[src/rtl/conv_line_sched.sv]
`default_nettype none
// ----------------------------------------------------------------------------
// conv_line_sched
//   Drives req/stall/end of the data-request unit so that K kernel lines of
//   line_words input reads each are issued per convolution window pass.
// Revision: 1.0  initial release
// ----------------------------------------------------------------------------
module conv_line_sched #(
  parameter int REG_WIDTH         = 32,
  parameter int KERNEL_SIZE_WIDTH = 2,
  parameter int CNT_WIDTH         = 10
) (
  input  logic                 clk,
  input  logic                 rst,
  input  logic                 i_start,
  input  logic                 i_abort,
  input  logic                 i_fifo_afull,
  input  logic [REG_WIDTH-1:0] i_conf_inputshape,
  input  logic [REG_WIDTH-1:0] i_conf_kernelshape,
  output logic                 o_req,
  output logic                 o_stall,
  output logic                 o_end,
  output logic                 o_busy,
  output logic                 o_done,
  output logic                 o_err,
  output logic [CNT_WIDTH-1:0] o_rd_cnt
);

  typedef enum logic [2:0] {
    S_IDLE = 3'd0,
    S_LOAD = 3'd1,
    S_RUN  = 3'd2,
    S_END  = 3'd3,
    S_DONE = 3'd4,
    S_ERR  = 3'd5
  } state_t;

  state_t state;
  state_t state_nxt;

  logic [7:0]                   in_width;
  logic [9:0]                   width_x3;
  logic [7:0]                   line_words_cfg;
  logic [KERNEL_SIZE_WIDTH-1:0] k_cfg;
  logic                         cfg_bad;

  logic [7:0]                   line_words;
  logic [KERNEL_SIZE_WIDTH-1:0] k_lat;
  logic [CNT_WIDTH-1:0]         word_cnt;
  logic [KERNEL_SIZE_WIDTH-1:0] line_cnt;
  logic [CNT_WIDTH-1:0]         rd_cnt;

  logic start_ok;
  logic abort_act;
  logic accept;
  logic word_last;
  logic line_last;
  logic unused_cfg_bits;

  // 3*W formed as W + 2W in 10 bits so the >>2 never loses a carry.
  assign in_width       = i_conf_inputshape[7:0];
  assign width_x3       = {2'b00, in_width} + {1'b0, in_width, 1'b0};
  assign line_words_cfg = width_x3[9:2];
  assign k_cfg          = i_conf_kernelshape[KERNEL_SIZE_WIDTH-1:0];
  assign cfg_bad        = (line_words_cfg == 8'd0) || (k_cfg == '0);

  assign unused_cfg_bits = ^{i_conf_inputshape[REG_WIDTH-1:8],
                             i_conf_kernelshape[REG_WIDTH-1:KERNEL_SIZE_WIDTH]};

  assign start_ok  = (state == S_IDLE) && i_start && !i_abort;
  assign abort_act = (state != S_IDLE) && i_abort;
  // An aborting cycle issues no request, so it can never count as a read.
  assign accept    = (state == S_RUN) && !i_abort && !i_fifo_afull;
  assign word_last = (word_cnt == (CNT_WIDTH'(line_words) - CNT_WIDTH'(1)));
  assign line_last = (line_cnt == (k_lat - KERNEL_SIZE_WIDTH'(1)));

  assign o_stall  = i_fifo_afull;
  assign o_busy   = (state != S_IDLE);
  assign o_rd_cnt = rd_cnt;

  always_ff @(posedge clk) begin
    if (rst) begin
      state <= S_IDLE;
    end else begin
      state <= state_nxt;
    end
  end

  always_comb begin
    state_nxt = state;
    o_req     = 1'b0;
    o_end     = 1'b0;
    o_done    = 1'b0;
    o_err     = 1'b0;
    case (state)
      S_IDLE: begin
        if (start_ok) begin
          state_nxt = S_LOAD;
        end
      end
      S_LOAD: begin
        state_nxt = cfg_bad ? S_ERR : S_RUN;
      end
      S_RUN: begin
        o_req = 1'b1;
        if (accept && word_last) begin
          state_nxt = S_END;
        end
      end
      S_END: begin
        o_end     = 1'b1;
        state_nxt = line_last ? S_DONE : S_RUN;
      end
      S_DONE: begin
        o_done    = 1'b1;
        state_nxt = S_IDLE;
      end
      S_ERR: begin
        o_err     = 1'b1;
        state_nxt = S_IDLE;
      end
      default: begin
        state_nxt = S_IDLE;
      end
    endcase
    // Abort overrides every transition and silences the strobes immediately.
    if (abort_act) begin
      state_nxt = S_IDLE;
      o_req     = 1'b0;
      o_end     = 1'b0;
      o_done    = 1'b0;
      o_err     = 1'b0;
    end
  end

  always_ff @(posedge clk) begin
    if (rst) begin
      line_words <= 8'd0;
      k_lat      <= '0;
    end else if (state == S_LOAD) begin
      line_words <= line_words_cfg;
      k_lat      <= k_cfg;
    end
  end

  always_ff @(posedge clk) begin
    if (rst) begin
      word_cnt <= '0;
      line_cnt <= '0;
      rd_cnt   <= '0;
    end else if (start_ok) begin
      word_cnt <= '0;
      line_cnt <= '0;
      rd_cnt   <= '0;
    end else begin
      if (accept) begin
        rd_cnt   <= rd_cnt + CNT_WIDTH'(1);
        word_cnt <= word_last ? '0 : (word_cnt + CNT_WIDTH'(1));
      end
      if ((state == S_END) && !i_abort && !line_last) begin
        line_cnt <= line_cnt + KERNEL_SIZE_WIDTH'(1);
      end
    end
  end

endmodule
`default_nettype wire

[config.mk]
export PLATFORM = sky130hd
export DESIGN_NAME = conv_line_sched
export DESIGN_NICKNAME = d
export VERILOG_FILES = /design/src/rtl/conv_line_sched.sv
export SDC_FILE = /design/constraint.sdc
export NUM_CORES = 1
export LEC_CHECK = 0
export BUFFER_PORTS_ARGS = -buffer_cell sky130_fd_sc_hd__buf_2
export CORE_MARGIN = 4
export CORE_UTILIZATION = 49
export CTS_CLUSTER_SIZE = 40
export DETAILED_ROUTE_END_ITERATION = 8
export PLACE_DENSITY = 0.8
export SKIP_CTS_REPAIR_TIMING = 1
export SLEW_MARGIN = 20
export SYNTH_ARGS = -nofsm -noshare
export SYNTH_HDL_FRONTEND = slang
export SYNTH_SLANG_ARGS = --single-unit
[constraint.sdc]
create_clock -name clk -period 2.65 [get_ports clk]
set_input_delay 0.3975 -clock clk [delete_from_list [all_inputs] [get_ports clk]]
set_output_delay 0.3975 -clock clk [all_outputs]
set_load 0.02 [all_outputs]
==> results.py <==
metrics = {
    "cts": {
        "cts_root_buf": "clkbuf_8",
        "htreeDepth": 2,
        "cts_sinks": 35,
        "cts_buffer_depth": 2,
        "clock_latency_ns": 0.28,
        "cts.reportedPaths.clkPinSlew_ns": 0.07,
        "tritoncts": "built",
        "cts_buffers": 5,
    },
    "yosys": {
        "ys_types": 52,
        "syn-num-nets": 355,
        "synth_ff_type": "dfxtp_1",
        "synth-seq-cells": 35,
        "netlist_area_um2": 2230,
        "synth_cells": 274,
        "synth_area_per_cell_um2": 8.13,
        "synth_edf_count": 0,
        "yosys_warnings": 0,
        "async_reset_ff_share_pct": 0,
        "synth_seq_area_share_pct": 31.5,
    },
    "drt": {
        "vias": 1937,
        "drcViolationCount": 0,
        "vias_per_cell": 5.49,
        "first_iter_violations": 81,
        "drt_pass1_iterations": 4,
        "wl_um": 4400,
        "wl_per_cell_um": 12.5,
        "ant_nets": 0,
    },
    "worst_setup_path": {
        "regToRegSetupSlack_ns": 0.54,
        "path_cells": "buf_2, and2_1, fa_1, a21oi_1, nor2_1, o31a_1, nor4_1, nand4b_1, a22o_1",
        "cp.required_ns": 2.83,
        "cp-start-kind": "input pin",
        "critPathBufInv": 1,
        "crit_path_end_kind": "flip-flop",
        "cp.arrival_ns": 2.34,
        "crit_type": "in2reg",
        "cp_top_family": "simple AND/OR/NAND/NOR gates",
        "crit_path_max_incr_delay_ns": 0.41,
        "worstPathMaxFanout": 4,
        "cp_slowest_cell": "fa_1",
    },
    "sta": {
        "fmax_ghz": 0.464,
        "slew_headroom_pct": 69.8,
        "slew_viol_final": 0,
        "fin_skew_ns": 0.00472,
        "hold_viol": 0,
        "worstMarginPinSlew_ns": 0.446,
        "rsz0062_at_grt": "false",
        "setup_viol": 0,
        "min_period_ns": 2.16,
        "post-route-period-util_pct": 81.4,
        "tns_ns": 0,
    },
    "final_layout": {
        "fin_cells": 353,
        "final_common_cell": "nor2_1",
        "fin_nets": 382,
        "area_growth_pct": 11.2,
        "nFillCells": 422,
        "final_cell_mix": "42 x nor2_1, 35 x dfxtp_1, 30 x buf_2",
        "diodes": 0,
        "drive_above_1_share_pct": 14.3,
    },
    "status": {
        "outcome": "finished, final reports clean",
    },
    "die": {
        "start_util_pct": 50.8,
        "fp.dieW_um": 75.4,
        "io_pins": 85,
        "rows": 24,
        "core_area_um2": 4380,
        "dieArea_um2": 5690,
        "die_height_um": 75.4,
    },
    "grt": {
        "grtUsageTotal_pct": 16.5,
        "grt_antenna_before_repair": 0,
        "grt_max_degree": 16,
        "grt_pass1_vias": 1734,
        "overflow": 0,
        "grt_pass1_wl_um": 7490,
    },
    "worst_hold_path": {
        "hold_path.class": "in2reg",
    },
    "place": {
        "hpwl_um": 3390,
        "dp.cells": 346,
        "gpl.final_weighted_congestion": 0.822,
        "io_buffers": 30,
    },
    "pwr": {
        "vdd_drop_max_v": 0.000297,
        "leakage_nw": 1.02,
        "power-per-cell-area_nw_per_um2": 471,
    },
    "run": {
        "drv_cap": 0,
    },
}
cell families (layout without fill, tap and decap cells):
kind of cell / Yosys count / count (layout) / synth area share, %
simple gates: 134 / 134 / 30.7
compound gates: 41 / 41 / 12.5
flops: 35 / 35 / 31.5
xor+xnor: 30 / 30 / 11.8
buf+inv: 16 / 43 / 3.76
fa+ha+maj: 12 / 12 / 7.08
mux: 6 / 6 / 2.70
state kept, by name, indices dropped and copies added (netlist names):
signal / cells
o_rd_cnt: 10
word_cnt: 10
line_words: 8
state: 3
k_lat: 2
line_cnt: 2
cells in the mapped netlist, types with 2 or more instances:
| library cell | instances | area share, % |
|---|---|---|
| o31a_1 | 2 | 0.79 |
| a21oi_1 | 15 | 3.4 |
| dfxtp_1 | 35 | 31 |
| nand3_1 | 8 | 1.8 |
| a211oi_1 | 4 | 1.3 |
| nand2b_1 | 6 | 1.7 |
| mux2i_1 | 6 | 2.7 |
| nor3_1 | 8 | 1.8 |
| clkbuf_1 | 5 | 0.84 |
| buf_2 | 4 | 0.90 |
| nor2_1 | 42 | 7.1 |
| xnor2_1 | 6 | 2.4 |
| or2_2 | 2 | 0.56 |
| o31ai_1 | 2 | 0.67 |
| nor2b_1 | 3 | 0.84 |
| inv_1 | 4 | 0.67 |
| nand2_1 | 29 | 4.9 |
| ha_1 | 11 | 6.2 |
| a2111oi_0 | 2 | 0.79 |
| nand4_1 | 11 | 3.1 |
| nor4b_1 | 2 | 0.79 |
| o21ai_0 | 2 | 0.45 |
| or3_1 | 2 | 0.56 |
| xor2_1 | 24 | 9.4 |
| a31oi_1 | 2 | 0.56 |
| and3_1 | 6 | 1.7 |
| nor4_1 | 3 | 0.84 |
| buf_6 | 2 | 1.0 |
| and2_1 | 3 | 0.84 |
worst register-to-register path, cell delays in order (launching register included):
cell and delay (ns):
dfxtp_1 0.41, inv_1 0.07, ha_1 0.30, or2b_1 0.25, a21boi_0 0.19, o31ai_1 0.14, nor3_1 0.20, a21o_1 0.33
nor2_1 0.09
report_power, final:
group | switching, mW | internal (mW)
sequential | 0.0191 | 0.538
combinational | 0.129 | 0.0933
clock | 0.183 | 0.204
final timing paths:
kind	startpoint	to	depth (start not counted)
min	i_conf_kernelshape[0]	k_lat[0]	3
max	i_conf_inputshape[1]	state[1]	9
max reg2reg	line_words[0]	word_cnt[0]	8
min reg2reg	k_lat[1]	k_lat[1]	2
area by class of cell:
cell class	count	area, um2	area share (%)
tap	52	65.1	2.63
clock inverter	1	5.00	0.202
sequential	35	701	28.3
inverter	4	15.0	0.606
clock buffer	6	82.6	3.34
timing repair buffer	32	165	6.67
multi-input combinational	223	1440	58.3
routing by layer:
metal / track usage (%) / up-vias / part of all wire, %
met2: 27.5 / 28 / 49
met4: 4.66 / 0 / 0.75
met1: 21.5 / 881 / 47
met5: 0 / - / 0
li1: - / 1023 / -
met3: 3.69 / 5 / 3.3
stage by stage:
step	worst slack, ns	utilization (%)	power (mW)	cell area, um2	hold slack [ns]
finish	0.494	56.5	1.17	2480	0.355
global route	0.344	56.5	1.23	2480	0.381
CTS	0.488	56.5	1.17	2480	0.351
detailed placement	0.185	54.5	0.790	2390	0.484
global placement	0.194	54.5	0.784	2390	0.477
floorplan	0.510	-	0.741	2230	0.462
Note: power is estimated with default switching activity, not from simulation.
